`config.mk`:
```
export PLATFORM = sky130hd
export DESIGN_NAME = fpu_issue
export DESIGN_NICKNAME = d
export VERILOG_FILES = /design/src/rtl/fpu_pkg.sv /design/src/rtl/fpu_issue.sv
export SDC_FILE = /design/constraint.sdc
export NUM_CORES = 1
export LEC_CHECK = 0
export CAP_MARGIN = 20
export CORE_MARGIN = 5
export CORE_UTILIZATION = 24
export CTS_BUF_LIST = sky130_fd_sc_hd__clkbuf_8
export DETAILED_ROUTE_END_ITERATION = 16
export GPL_TIMING_DRIVEN = 1
export PLACE_DENSITY = 0.65
export SYNTH_ARGS = -nofsm -noshare
export SYNTH_HDL_FRONTEND = slang
export SYNTH_SLANG_ARGS = --single-unit
```
`constraint.sdc`:
```
create_clock -name clk -period 3.2 [get_ports clk]
set_clock_uncertainty 0.2 [all_clocks]
set_input_delay 0.32 -clock clk [delete_from_list [all_inputs] [get_ports clk]]
set_output_delay 0.32 -clock clk [all_outputs]
set_load 0.02 [all_outputs]
```
`src/rtl/fpu_pkg.sv`:
```
// rtl/fpu_pkg.sv - op codes, FSM state type and helpers shared by the FPU issue sequencer
package fpu_pkg;

    localparam logic [3:0] FPU_FADD     = 4'b0000;
    localparam logic [3:0] FPU_FSUB     = 4'b0001;
    localparam logic [3:0] FPU_FMUL     = 4'b0010;
    localparam logic [3:0] FPU_FDIV     = 4'b0011;
    localparam logic [3:0] FPU_FCVT_S_W = 4'b0100;
    localparam logic [3:0] FPU_FCVT_W_S = 4'b0101;
    localparam logic [3:0] FPU_FEQ      = 4'b0110;
    localparam logic [3:0] FPU_FLT      = 4'b0111;
    localparam logic [3:0] FPU_FLE      = 4'b1000;

    localparam logic [31:0] FPU_CANONICAL_NAN = 32'h7FC0_0000;

    typedef enum logic [2:0] {
        ST_IDLE,
        ST_SEND_A,
        ST_SEND_B,
        ST_WAIT_Z,
        ST_DONE
    } fpu_issue_state_t;

    // Only the ops the attached FPU controller implements today.
    function automatic logic is_supported_op(input logic [3:0] op);
        return (op == FPU_FADD) || (op == FPU_FSUB) || (op == FPU_FMUL);
    endfunction

endpackage

```
`src/rtl/fpu_issue.sv`:
```
// rtl/fpu_issue.sv - sequencer from execute stage to FPU stb/ack handshake; optional watchdog via FPU_TIMEOUT_EN
module fpu_issue
    import fpu_pkg::*;
#(
    parameter int TIMEOUT_CYCLES = 256
) (
    input  logic        clk,
    input  logic        rst,
    input  logic        start,
    input  logic [3:0]  op,
    input  logic [31:0] rs1_val,
    input  logic [31:0] rs2_val,
    output logic        busy,
    output logic        done,
    output logic [31:0] result,
    output logic        illegal,
    output logic        timeout,
    output logic [3:0]  fpu_op,
    output logic [31:0] fpu_in1,
    output logic [31:0] fpu_in2,
    output logic        fpu_in1_stb,
    input  logic        fpu_in1_ack,
    output logic        fpu_in2_stb,
    input  logic        fpu_in2_ack,
    input  logic [31:0] fpu_out,
    input  logic        fpu_out_stb,
    output logic        fpu_out_ack
);

    fpu_issue_state_t state, state_next;
    logic             illegal_q;
    logic             timeout_q;
    logic             wait_expired;

`ifdef FPU_TIMEOUT_EN
    logic [15:0] wait_cnt;

    // Count cycles spent in the current wait state; restart on every transition.
    always_ff @(posedge clk or posedge rst) begin
        if (rst) begin
            wait_cnt <= '0;
        end else if (state_next != state) begin
            wait_cnt <= '0;
        end else if (busy) begin
            wait_cnt <= wait_cnt + 16'd1;
        end
    end

    assign wait_expired = busy && (wait_cnt == 16'(TIMEOUT_CYCLES - 1));
    assign timeout      = timeout_q;
`else
    localparam int unused_timeout_cycles = TIMEOUT_CYCLES;
    logic unused_timeout_q;

    assign wait_expired     = 1'b0;
    assign timeout          = 1'b0;
    assign unused_timeout_q = timeout_q;
`endif

    assign busy        = (state == ST_SEND_A) || (state == ST_SEND_B) || (state == ST_WAIT_Z);
    assign done        = (state == ST_DONE);
    assign illegal     = illegal_q;
    assign fpu_in1_stb = (state == ST_SEND_A);
    assign fpu_in2_stb = (state == ST_SEND_B);
    assign fpu_out_ack = (state == ST_WAIT_Z) && fpu_out_stb;

    // State register.
    always_ff @(posedge clk or posedge rst) begin
        if (rst) begin
            state <= ST_IDLE;
        end else begin
            state <= state_next;
        end
    end

    // Next-state logic; a completed handshake wins over a watchdog expiry in the same cycle.
    always_comb begin
        state_next = state;
        case (state)
            ST_IDLE: begin
                if (start) begin
                    state_next = is_supported_op(op) ? ST_SEND_A : ST_DONE;
                end
            end
            ST_SEND_A: begin
                if (fpu_in1_ack)       state_next = ST_SEND_B;
                else if (wait_expired) state_next = ST_DONE;
            end
            ST_SEND_B: begin
                if (fpu_in2_ack)       state_next = ST_WAIT_Z;
                else if (wait_expired) state_next = ST_DONE;
            end
            ST_WAIT_Z: begin
                if (fpu_out_stb || wait_expired) state_next = ST_DONE;
            end
            ST_DONE:  state_next = ST_IDLE;
            default:  state_next = ST_IDLE;
        endcase
    end

    // Latch the request, capture the result and set the done qualifiers for one cycle.
    always_ff @(posedge clk or posedge rst) begin
        if (rst) begin
            fpu_op    <= '0;
            fpu_in1   <= '0;
            fpu_in2   <= '0;
            result    <= '0;
            illegal_q <= 1'b0;
            timeout_q <= 1'b0;
        end else begin
            illegal_q <= 1'b0;
            timeout_q <= 1'b0;
            case (state)
                ST_IDLE: begin
                    if (start && is_supported_op(op)) begin
                        fpu_op  <= op;
                        fpu_in1 <= rs1_val;
                        fpu_in2 <= rs2_val;
                    end else if (start) begin
                        result    <= '0;
                        illegal_q <= 1'b1;
                    end
                end
                ST_SEND_A: begin
                    if (!fpu_in1_ack && wait_expired) begin
                        result    <= FPU_CANONICAL_NAN;
                        timeout_q <= 1'b1;
                    end
                end
                ST_SEND_B: begin
                    if (!fpu_in2_ack && wait_expired) begin
                        result    <= FPU_CANONICAL_NAN;
                        timeout_q <= 1'b1;
                    end
                end
                ST_WAIT_Z: begin
                    if (fpu_out_stb) begin
                        result <= fpu_out;
                    end else if (wait_expired) begin
                        result    <= FPU_CANONICAL_NAN;
                        timeout_q <= 1'b1;
                    end
                end
                default: ;
            endcase
        end
    end

endmodule

```
# Word-level counts from Yosys, hierarchy flattened
# Cells that the tools add are included.
# totals
ff_bits,104
# op_classes
n_eq_ne,11
n_mux,13
n_reduce_logical,12
# ops
op,count
32-bit two-way mux,3
32-bit case mux with 2 select lines,1
3-bit two-way mux,5
3-bit case mux with 4 select lines,1
4-bit AND reduction,2
3-bit by 2-bit == test with 1-bit output (second input constant),2
2-bit inequality test (second input constant),3
4-bit by 1-bit == test with 1-bit output (second input constant),1
4-bit by 2-bit == test with 1-bit output (second input constant),1
4-bit logical NOT,1
1-bit logical OR,4
2-bit by 1-bit inequality test with 1-bit output (second input constant),2
3-bit by 1-bit == test with 1-bit output (second input constant),1
3-bit == test (second input constant),1
3-bit logical NOT,1
1-bit two-way mux,3
1-bit logical AND,2
2-bit AND reduction,1
2-bit nonzero test,1

# Logic depth before layout (Yosys ltp)
# Gate-level depths: netlist of run 1.
# depth
depth_word,6
ltp_mapped,6

# Worst setup path after synthesis of run 1
# No wires, ideal clock.
# synth_timing
path_kind,reg2out
start,reg state[2]
end,out fpu_out_ack
t_arrival_ns,1.325
slack_ns,1.355
path_stages_with_launch,4
cell_sequence,dfrtp_1 nand4b_1 inv_1 buf_1
# synth_between
elab_chain_cells,2
# synth_rtl
item,line_no,source
start: declaration,fpu_issue.sv:30,"fpu_issue_state_t state, state_next;"
start signal: assignment,fpu_issue.sv:72,state <= state_next;
3-bit by 2-bit == test with 1-bit output,--,
1-bit logical AND,fpu_issue.sv:65,assign fpu_out_ack = (state == ST_WAIT_Z) && fpu_out_stb;
end: declaration,fpu_issue.sv:27,output logic fpu_out_ack
# Every way passes these cells.

# Worst setup path in the final report of run 1
# layout_timing
start,reg state[0]
end,out fpu_out_ack
# The elaborated chain is that of the path after synthesis.

==> flow_metrics.py, run 1 <==
metrics = {
    "critical_path": {
        "slowest_delay_ns": 0.63,
        "path_class": "flip-flop to output port",
        "cp-startpoint": "state[0]$_DFFE_PP0P_",
        "r2r-start": "state[0]$_DFFE_PP0P_",
        "cp.arrival_ns": 1.89,
        "start_kind": "flip-flop",
        "cp_data_required_time_ns": 2.68,
        "crit_fanout": 9,
        "cp_cell_sequence": "nand4b_1 > inv_1 > clkdlybuf4s50_1",
        "endpoint_kind": "output port",
        "cpMaxStageDelayCell": "clkdlybuf4s50_1",
    },
    "logic_synthesis": {
        "synth_xor_area_share_pct": 0,
        "yosys_warnings": 0,
        "syn_nets": 416,
        "synth_fa_ha_area_share_pct": 0,
        "ys_ff_latch": 104,
        "synth_compound_area_share_pct": 4.210,
        "synthSimpleGateAreaFrac_pct": 8.755,
        "synth.area.mux_share_pct": 20.32,
        "synth_top_family_by_area": "multiplexers",
        "yosysSeqAreaShare_pct": 63.45,
        "postSynthAreaPerCell_um2": 13.23,
        "syn-instance-count": 310,
        "syn_area_mm2": 0.004101,
        "synth_cell_types": 27,
    },
    "sta": {
        "post-route-period-util_pct": 75.38,
        "fin_hold_ws_ns": 0.2659,
        "layout_min_cycle_time_ns": 2.412,
        "rsz0062_at_grt": "false",
        "fin_ws_ns": 0.7877,
        "max-slew-margin-rel_pct": 36.36,
        "worst_pin_slew_ns": 0.9546,
        "maxSlewViolCount": 0,
        "hold_violations": 0,
        "setup_viol": 0,
        "tns_ns": 0,
        "fmax_mhz": 414.5,
    },
    "job": {
        "maxCapViolations": 0,
    },
    "cells_and_area": {
        "fin_nets": 625,
        "antenna_cells": 0,
        "fin_cells": 744,
        "area_growth_pct": 62.02,
        "nFillCells": 1606,
        "drive_gt1_share_pct": 17.75,
    },
    "global_route": {
        "grt_pass1_wl_mm": 17.69,
        "grt_max_degree": 105,
        "use_met3_pct": 4.368,
        "grt_usage_pct": 11.16,
        "gr-total-overflow": 0,
        "antenna_found_initial": 0,
        "grt_pass1_vias": 3302,
        "grt_use_met1_pct": 14.08,
        "use_met2_pct": 17.36,
        "grt-busiest-layer": "met2",
    },
    "detailed_routing": {
        "drt-vias-per-instance": 4.121,
        "wire_per_inst_um": 15.02,
        "drt-initial-drc-count": 109,
        "drt-total-wl_mm": 11.18,
        "firstDrtPassIters": 4,
        "antenna_violating_nets_post_route": 0,
        "num_vias": 3066,
        "drcViolationCount": 0,
    },
    "placement": {
        "place_ws_ns": 0.5789,
        "io_buffers": 211,
        "place_hpwl_mm": 8.234,
        "dpl.cell_count": 728,
        "gp_congestion": 0.8520,
    },
    "floorplanning": {
        "dieHeight_um": 140.7,
        "rows": 47,
        "dieArea_mm2": 0.01980,
        "start_util_pct": 24.56,
        "core_region_area_mm2": 0.01670,
        "die_w_um": 140.7,
        "io_pins": 213,
    },
    "pwr": {
        "switching_share_pct": 36.06,
        "power.internal_mw": 3.814,
        "pwr-share-clk_pct": 14.0,
        "leakagePower_nw": 2.827,
        "seqPwrFrac_pct": 37.4,
        "p_per_area_mw_per_mm2": 897.7,
        "power.switching_mw": 2.151,
        "combPwrFrac_pct": 48.6,
        "ir_drop_mv": 0.3919,
        "finalPower_mw": 5.965,
    },
    "cts": {
        "htree_levels": 3,
        "clk_pin_slew_ns": 0.10,
        "cts_made_buffers": 9,
        "cts_tree": "yes",
        "cts_hold_buf": 0,
        "cts.sinks": 104,
        "clk_path_buf_depth": 2,
        "cts-root-buf": "clkbuf_8",
        "insertion_delay_ns": 0.36,
        "postCtsSetupRepairBufs": 0,
        "cts_resized": 0,
    },
    "status": {
        "status": "finished clean",
    },
    "hold_path": {
        "hold_path_class": "primary input to async pin",
    },
}
[kinds of logic after synthesis]
| group | Yosys count |
|---|---|
| AO/OA/AOI/OAI | 34 |
| buffers and inverters | 23 |
| flip-flops | 104 |
| multiplexers | 67 |
| other | 1 |
| AND/OR/NAND/NOR | 81 |
[per-layer routing]
layer / routed length (um) / share of wire, % / up-vias
li1: - / - / 1449
met1: 4791 / 43 / 1456
met2: 5129 / 46 / 150
met3: 1095 / 9.8 / 11
met4: 158 / 1.4 / 0
met5: 0 / 0 / -
[sequential cells by signal, summed over array words and instances (netlist names)]
register / flops
fpu_in1: 32
result: 32
state: 3
fpu_op: 4
illegal: 1
fpu_in2: 32
[metrics by stage]
stage | util [%] | cell area [um2]
detailed placement | 38.58 | 6442
global placement | 38.58 | 6442
floorplan | - | 4105
CTS | 39.79 | 6645
finish | 39.79 | 6645
global route | 39.79 | 6645
[placed cells by master, fill, tap and decap left out]
cell and count:
a211oi_1 1, bufinv_16 1, conb_1 1, nand3b_1 1
inv_1 3, buf_12 1, a21oi_1 1, o21ai_0 32
nor3_1 1, clkinv_4 1, nor2_1 2, and2_1 3
nor3b_1 2, mux2_2 48, nand4b_1 1, mux2_4 18
dfrtp_1 104, buf_4 5, mux4_2 1, clkinvlp_4 4
nand2_4 1, nor2b_2 1, clkbuf_8 9, nor4_1 1
inv_6 2, clkdlybuf4s50_1 211, nor4b_4 1, nand2b_1 1
nand2_1 66
[power groups by stage]
| stage | combinational (mW) | sequential, mW | clock, mW |
|---|---|---|---|
| after detailed placement | 2.95 | 2.24 | 0 |
| after global placement | 2.90 | 2.24 | 0 |
| final | 2.90 | 2.23 | 0.834 |
| after global routing | 3.07 | 2.30 | 0.935 |
| after CTS | 2.95 | 2.23 | 0.890 |
| after floorplan | 0.772 | 2.89 | 0 |
[cell usage after synthesis (all sizes together)]
library cell / instances / area share (%)
dfrtp: 104 / 63
nand2: 67 / 6.2
mux2: 66 / 20
o21ai: 32 / 3.9
buf: 12 / 2.1
clkbuf: 7 / 0.70
inv: 4 / 0.37
and2: 3 / 0.46
nor2: 2 / 0.18
nor3b: 2 / 0.37
a211oi: 1 / 0.18
a21oi: 1 / 0.12
conb: 1 / 0.091
mux4: 1 / 0.55
nand2b: 1 / 0.15
nand3b: 1 / 0.18
nand4b: 1 / 0.21
nor2b: 1 / 0.15
nor3: 1 / 0.12
nor4: 1 / 0.15
nor4b: 1 / 0.58
[final cells by class]
type	count	area, um2	share of cell area, %
Sequential cell	104	2603	39.16
Timing Repair Buffer	217	2170	32.65
Multi-Input combinational cell	183	1376	20.71
Tap cell	220	275.3	4.142
Clock buffer	9	123.9	1.864
Clock inverter	7	78.83	1.186
Inverter	4	18.77	0.2824
[critical path: cells and delay by family, from the launching register on]
kind	cells	cell delay, ns
buffers and inverters	2	0.78
DFF	1	0.58
and+or+nand+nor	1	0.17
[final timing paths]
kind                                                end  slack (ns)  cells past startpoint
max in group asynchronous        result[29]$_DFFE_PP0P_        2.08                      3
worst min register to register    fpu_op[3]$_DFFE_PP0P_        0.30                      1
worst max register to register  fpu_in1[16]$_DFFE_PP0P_        0.94                      4
min in group clk                 result[16]$_DFFE_PP0P_        0.30                      3
worst min-delay path             fpu_in2[9]$_DFFE_PP0P_        0.27                      3
worst max-delay path                        fpu_out_ack        0.79                      3
No activity file was read; power rests on OpenSTA's default activity.
==> run 2: changes to the inputs <==
--- a/config.mk
+++ b/config.mk
@@ -11,7 +11,7 @@
 export CTS_BUF_LIST = sky130_fd_sc_hd__clkbuf_8
 export DETAILED_ROUTE_END_ITERATION = 16
 export GPL_TIMING_DRIVEN = 1
-export PLACE_DENSITY = 0.65
+export PLACE_DENSITY = 0.63
 export SYNTH_ARGS = -nofsm -noshare
 export SYNTH_HDL_FRONTEND = slang
 export SYNTH_SLANG_ARGS = --single-unit
==> constraint.sdc (replaced) <==
create_clock -name clk -period 2.5 [get_ports clk]
set_clock_uncertainty 0.2 [all_clocks]
set_input_delay 0.25 -clock clk [delete_from_list [all_inputs] [get_ports clk]]
set_output_delay 0.25 -clock clk [all_outputs]
set_load 0.02 [all_outputs]
==> flow_metrics.py, run 2 (synthesis results as in run 1) <==
metrics = {
    "sta": {
        "setup_viol": 0,
        "worst_pin_slew_ns": 0.5915,
        "max-slew-margin-rel_pct": 60.57,
        "rsz0062_at_grt": "false",
        "fmax_mhz": 426.3,
        "fin_hold_ws_ns": 0.1612,
        "layout_min_cycle_time_ns": 2.346,
        "post-route-period-util_pct": 93.84,
        "hold_violations": 0,
        "tns_ns": 0,
        "maxSlewViolCount": 0,
    },
    "critical_path": {
        "start_kind": "flip-flop",
        "cp.arrival_ns": 1.90,
        "cp_data_required_time_ns": 2.05,
        "cp_cell_sequence": "nand4b_1 > inv_1 > clkdlybuf4s50_1",
        "path_class": "flip-flop to output port",
        "slowest_delay_ns": 0.61,
        "endpoint_kind": "output port",
        "path_buf_inv": 2,
        "crit_fanout": 9,
        "cpMaxStageDelayCell": "clkdlybuf4s50_1",
        "crit_family": "buffers and inverters",
    },
    "floorplanning": {
        "start_util_pct": 24.56,
        "io_pins": 213,
        "core_region_area_mm2": 0.01670,
        "dieArea_mm2": 0.01980,
        "rows": 47,
        "die_w_um": 140.7,
        "dieHeight_um": 140.7,
    },
    "pwr": {
        "combPwrFrac_pct": 49.0,
        "pwr-share-clk_pct": 13.8,
        "power.switching_mw": 2.743,
        "ir_drop_mv": 0.4733,
        "seqPwrFrac_pct": 37.3,
        "p_per_area_mw_per_mm2": 1146,
        "leakagePower_nw": 2.844,
        "power.internal_mw": 4.902,
        "switching_share_pct": 35.88,
    },
    "cells_and_area": {
        "layout_commonest_cell": "clkdlybuf4s50_1",
        "fin_nets": 628,
        "area_growth_pct": 62.69,
        "final_area_mm2": 0.006673,
        "antenna_cells": 0,
        "finish.utilization_pct": 39.95,
        "seq_area_mm2": 0.002603,
        "final_cell_mix": "clkdlybuf4s50_1 (211), dfrtp_1 (104), nand2_1 (66)",
        "drive_gt1_share_pct": 18.06,
        "nFillCells": 1587,
        "multiInputGateArea_mm2": 0.001376,
        "reg_top3": "fpu_in1 (32), fpu_in2 (32), result (32)",
    },
    "cts": {
        "cts.sinks": 104,
        "cts_made_buffers": 9,
        "cts-root-buf": "clkbuf_8",
        "cts_hold_buf": 0,
        "clk_path_buf_depth": 2,
        "cts_tree": "yes",
        "clk_pin_slew_ns": 0.10,
        "postCtsSetupRepairBufs": 0,
        "insertion_delay_ns": 0.37,
        "htree_levels": 3,
        "cts_resized": 0,
    },
    "detailed_routing": {
        "wire_per_inst_um": 15.68,
        "drt-vias-per-instance": 4.174,
        "drt-total-wl_mm": 11.70,
        "antenna_violating_nets_post_route": 0,
        "num_vias": 3114,
        "drcViolationCount": 0,
        "drt-initial-drc-count": 109,
        "firstDrtPassIters": 4,
    },
    "global_route": {
        "grt_max_degree": 105,
        "grt_pass1_vias": 3449,
        "antenna_found_initial": 0,
        "grt_pass1_wl_mm": 18.55,
        "gr-total-overflow": 0,
        "grt_usage_pct": 11.72,
    },
    "status": {
        "status": "finished clean",
    },
    "placement": {
        "postPlaceCellArea_mm2": 0.006477,
        "place_hpwl_mm": 8.556,
        "io_buffers": 211,
        "gp_congestion": 0.7898,
    },
    "hold_path": {
        "hold_path_class": "primary input to async pin",
    },
    "job": {
        "maxCapViolations": 0,
    },
}
## run 2: changes by cell type in the layout (fill, tap and decap cells not counted), sizes merged
cell,delta
inv,-2
clkbuf,+1
buf,+3
## run 2: power groups by stage
stage / Clock, mW / Sequential [mW] / Combinational (mW)
detailed placement: 0 / 2.89 / 3.79
global route: 1.18 / 2.96 / 3.96
global placement: 0 / 2.85 / 3.75
finish: 1.05 / 2.85 / 3.74
CTS: 1.13 / 2.86 / 3.81
floorplan: 0 / 3.70 / 0.988
## run 2: final cells by class
cell class              count  area share (%)
flip-flops and latches    104           39.00
repair buffers            220           33.04
multi-input cells         183           20.63
well taps                 220           4.125
clock buffers              10           2.063
clock inverters             5          0.8626
inverters                   4          0.2813
## run 2: per-stage QoR
step                      power (mW)  instances  setup slack (ns)
after detailed placement       6.679        731            0.3791
after global placement         6.606        731            0.4093
after CTS                      7.794        746           0.08472
final                          7.645        746            0.1541
after global routing           8.100        746          0.009458
after floorplan                4.684        310            0.7250
## run 2: worst reg2reg max path: cells and delay by family (launching register included)
family / cells / cell delay (ns)
buffers and inverters: 1 / 0.21
DFF: 1 / 0.53
muxes: 1 / 0.36
and+or+nand+nor: 2 / 0.53
## run 2: per-layer routing
metal  track usage (%)  vias to the layer above  wire, um
met4             3.723                        0       185
li1                  -                     1453         -
met5                 0                        -         0
met3             4.944                       11      1164
met2             18.90                      159      5409
met1             14.26                     1491      4940
## run 2: worst paths after layout
path	slack, ns	start	cells after the start	end
max	0.15	state[1]$_DFFE_PP0P_	3	fpu_out_ack
min	0.16	rst	3	fpu_in2[0]$_DFFE_PP0P_
max in group asynchronous	1.46	rst	3	state[0]$_DFFE_PP0P_
min reg2reg	0.29	fpu_op[2]$_DFFE_PP0P_	1	fpu_op[2]$_DFFE_PP0P_
max reg2reg	0.56	state[0]$_DFFE_PP0P_	4	fpu_in1[0]$_DFFE_PP0P_
min in group clk	0.22	fpu_out[13]	3	result[13]$_DFFE_PP0P_
==> run 3: changes to the inputs <==
==> constraint.sdc (replaced) <==
create_clock -name clk -period 2.38 [get_ports clk]
set_clock_uncertainty 0.2 [all_clocks]
set_input_delay 0.238 -clock clk [delete_from_list [all_inputs] [get_ports clk]]
set_output_delay 0.238 -clock clk [all_outputs]
set_load 0.02 [all_outputs]
==> flow_metrics.py, run 3 (synthesis results as in run 1) <==
metrics = {
    "pwr": {
        "p_per_area_mw_per_mm2": 1203,
        "ir_drop_mv": 0.5300,
        "combPwrFrac_pct": 48.9,
        "seqPwrFrac_pct": 36.9,
        "pwr-share-clk_pct": 14.2,
        "leakagePower_nw": 2.890,
        "power.switching_mw": 2.916,
        "switching_share_pct": 36.02,
        "power.internal_mw": 5.181,
    },
    "status": {
        "status": "finished clean",
    },
    "cells_and_area": {
        "final_cell_mix": "clkdlybuf4s50_1 (210), dfrtp_1 (103), nand2_1 (66)",
        "drive_gt1_share_pct": 18.98,
        "layout_commonest_cell": "clkdlybuf4s50_1",
        "finish.utilization_pct": 40.31,
        "nFillCells": 1587,
        "fin_nets": 633,
        "reg_top3": "fpu_in1 (32), fpu_in2 (32), result (32)",
        "area_growth_pct": 64.16,
        "antenna_cells": 0,
    },
    "critical_path": {
        "cp.arrival_ns": 1.83,
        "path_class": "flip-flop to output port",
        "cp_data_required_time_ns": 1.94,
        "start_kind": "flip-flop",
        "endpoint_kind": "output port",
        "crit_fanout": 9,
    },
    "cts": {
        "cts.sinks": 104,
        "cts_made_buffers": 9,
        "insertion_delay_ns": 0.37,
        "cts_hold_buf": 0,
        "clk_pin_slew_ns": 0.10,
        "clk_path_buf_depth": 2,
        "cts-root-buf": "clkbuf_8",
        "postCtsSetupRepairBufs": 0,
        "cts_tree": "yes",
        "htree_levels": 3,
    },
    "floorplanning": {
        "dieArea_mm2": 0.01980,
        "dieHeight_um": 140.7,
        "rows": 47,
        "die_w_um": 140.7,
        "io_pins": 213,
        "start_util_pct": 24.56,
        "core_region_area_mm2": 0.01670,
    },
    "sta": {
        "max-slew-margin-rel_pct": 63.08,
        "maxSlewViolCount": 0,
        "tns_ns": 0,
        "hold_violations": 0,
        "fmax_mhz": 441.3,
        "post-route-period-util_pct": 95.22,
        "layout_min_cycle_time_ns": 2.266,
        "setup_viol": 0,
        "worst_pin_slew_ns": 0.5537,
        "rsz0062_at_grt": "false",
    },
    "detailed_routing": {
        "drt-total-wl_mm": 11.64,
        "drt-vias-per-instance": 4.136,
        "wire_per_inst_um": 15.47,
        "antenna_violating_nets_post_route": 0,
        "drt-initial-drc-count": 109,
        "drcViolationCount": 0,
        "firstDrtPassIters": 4,
        "num_vias": 3110,
    },
    "placement": {
        "gp_congestion": 0.7657,
        "place_hpwl_mm": 8.618,
        "io_buffers": 211,
    },
    "global_route": {
        "grt_max_degree": 105,
        "grt_pass1_wl_mm": 18.57,
        "grt_pass1_vias": 3429,
        "antenna_found_initial": 0,
        "grt_usage_pct": 11.71,
        "gr-total-overflow": 0,
    },
    "hold_path": {
        "hold_path_class": "primary input to async pin",
    },
    "job": {
        "maxCapViolations": 0,
    },
}
run 3: cell types whose count changed in the layout (fill, tap and decap cells not counted), sizes merged:
cell / before / now
inv: 3 / 6
clkdlybuf4s50: 211 / 210
clkinvlp: 4 / 2
dlygate4sd2: 0 / 1
buf: 9 / 14
run 3: worst paths after layout:
kind | cells after the start | endpoint | from | slack, ns
max | 2 | fpu_in2_stb | state[1]$_DFFE_PP0P_ | 0.11
min | 3 | fpu_in2[8]$_DFFE_PP0P_ | rst | 0.17
max reg2reg | 5 | fpu_in2[2]$_DFFE_PP0P_ | state[1]$_DFFE_PP0P_ | 0.39
min reg2reg | 1 | fpu_op[3]$_DFFE_PP0P_ | fpu_op[3]$_DFFE_PP0P_ | 0.30
max in group asynchronous | 3 | fpu_in2[31]$_DFFE_PP0P_ | rst | 1.38
min in group clk | 3 | result[18]$_DFFE_PP0P_ | fpu_out[18] | 0.20
run 3: stage by stage:
stage	instance area, um2	power, mW	hold WS [ns]	setup WS (ns)	instances
finish	6733	8.097	0.1682	0.1137	752
global route	6733	8.576	0.1793	0.002617	752
CTS	6731	8.253	0.1623	0.04786	752
detailed placement	6528	7.042	0.2785	0.1766	736
global placement	6528	6.958	0.2727	0.1818	736
floorplan	4105	4.920	0.1548	0.6060	310
run 3: cell type report:
cell class / instances / area [um2] / share of cell area [%]
sequential: 104 / 2604 / 38.67
clock inverter: 6 / 67.56 / 1.004
inverter: 4 / 18.77 / 0.2788
clock buffer: 10 / 137.6 / 2.044
multi-input combinational: 183 / 1376 / 20.44
timing repair buffer: 225 / 2253 / 33.47
tap: 220 / 275.3 / 4.088
run 3: metal layers:
metal  up-vias  routed length (um)  track usage [%]
met4         0                 221            3.978
met2       148                5269            18.17
li1       1467                   -                -
met5         -                   0                0
met3        14                1239            5.350
met1      1481                4906            14.50
run 3: power by group through the flow:
stage | registers, mW | logic, mW | clock network (mW)
floorplan | 3.88 | 1.04 | 0
global placement | 2.99 | 3.97 | 0
detailed placement | 3.03 | 4.01 | 0
CTS | 3.00 | 4.03 | 1.23
global route | 3.10 | 4.19 | 1.29
finish | 2.99 | 3.96 | 1.15
run 3: worst max-delay path: stages, from the launching register on:
cell             delay (ns)
dfrtp_1                0.58
nor3b_1                0.23
clkdlybuf4s50_1        0.65
run 3: timing repair:
action | 4_1_cts | 5_1_grt
gates resized for setup | 1 | 1
endpoints found under the hold margin | 0 | 0
setup endpoints to repair | 1 | 2
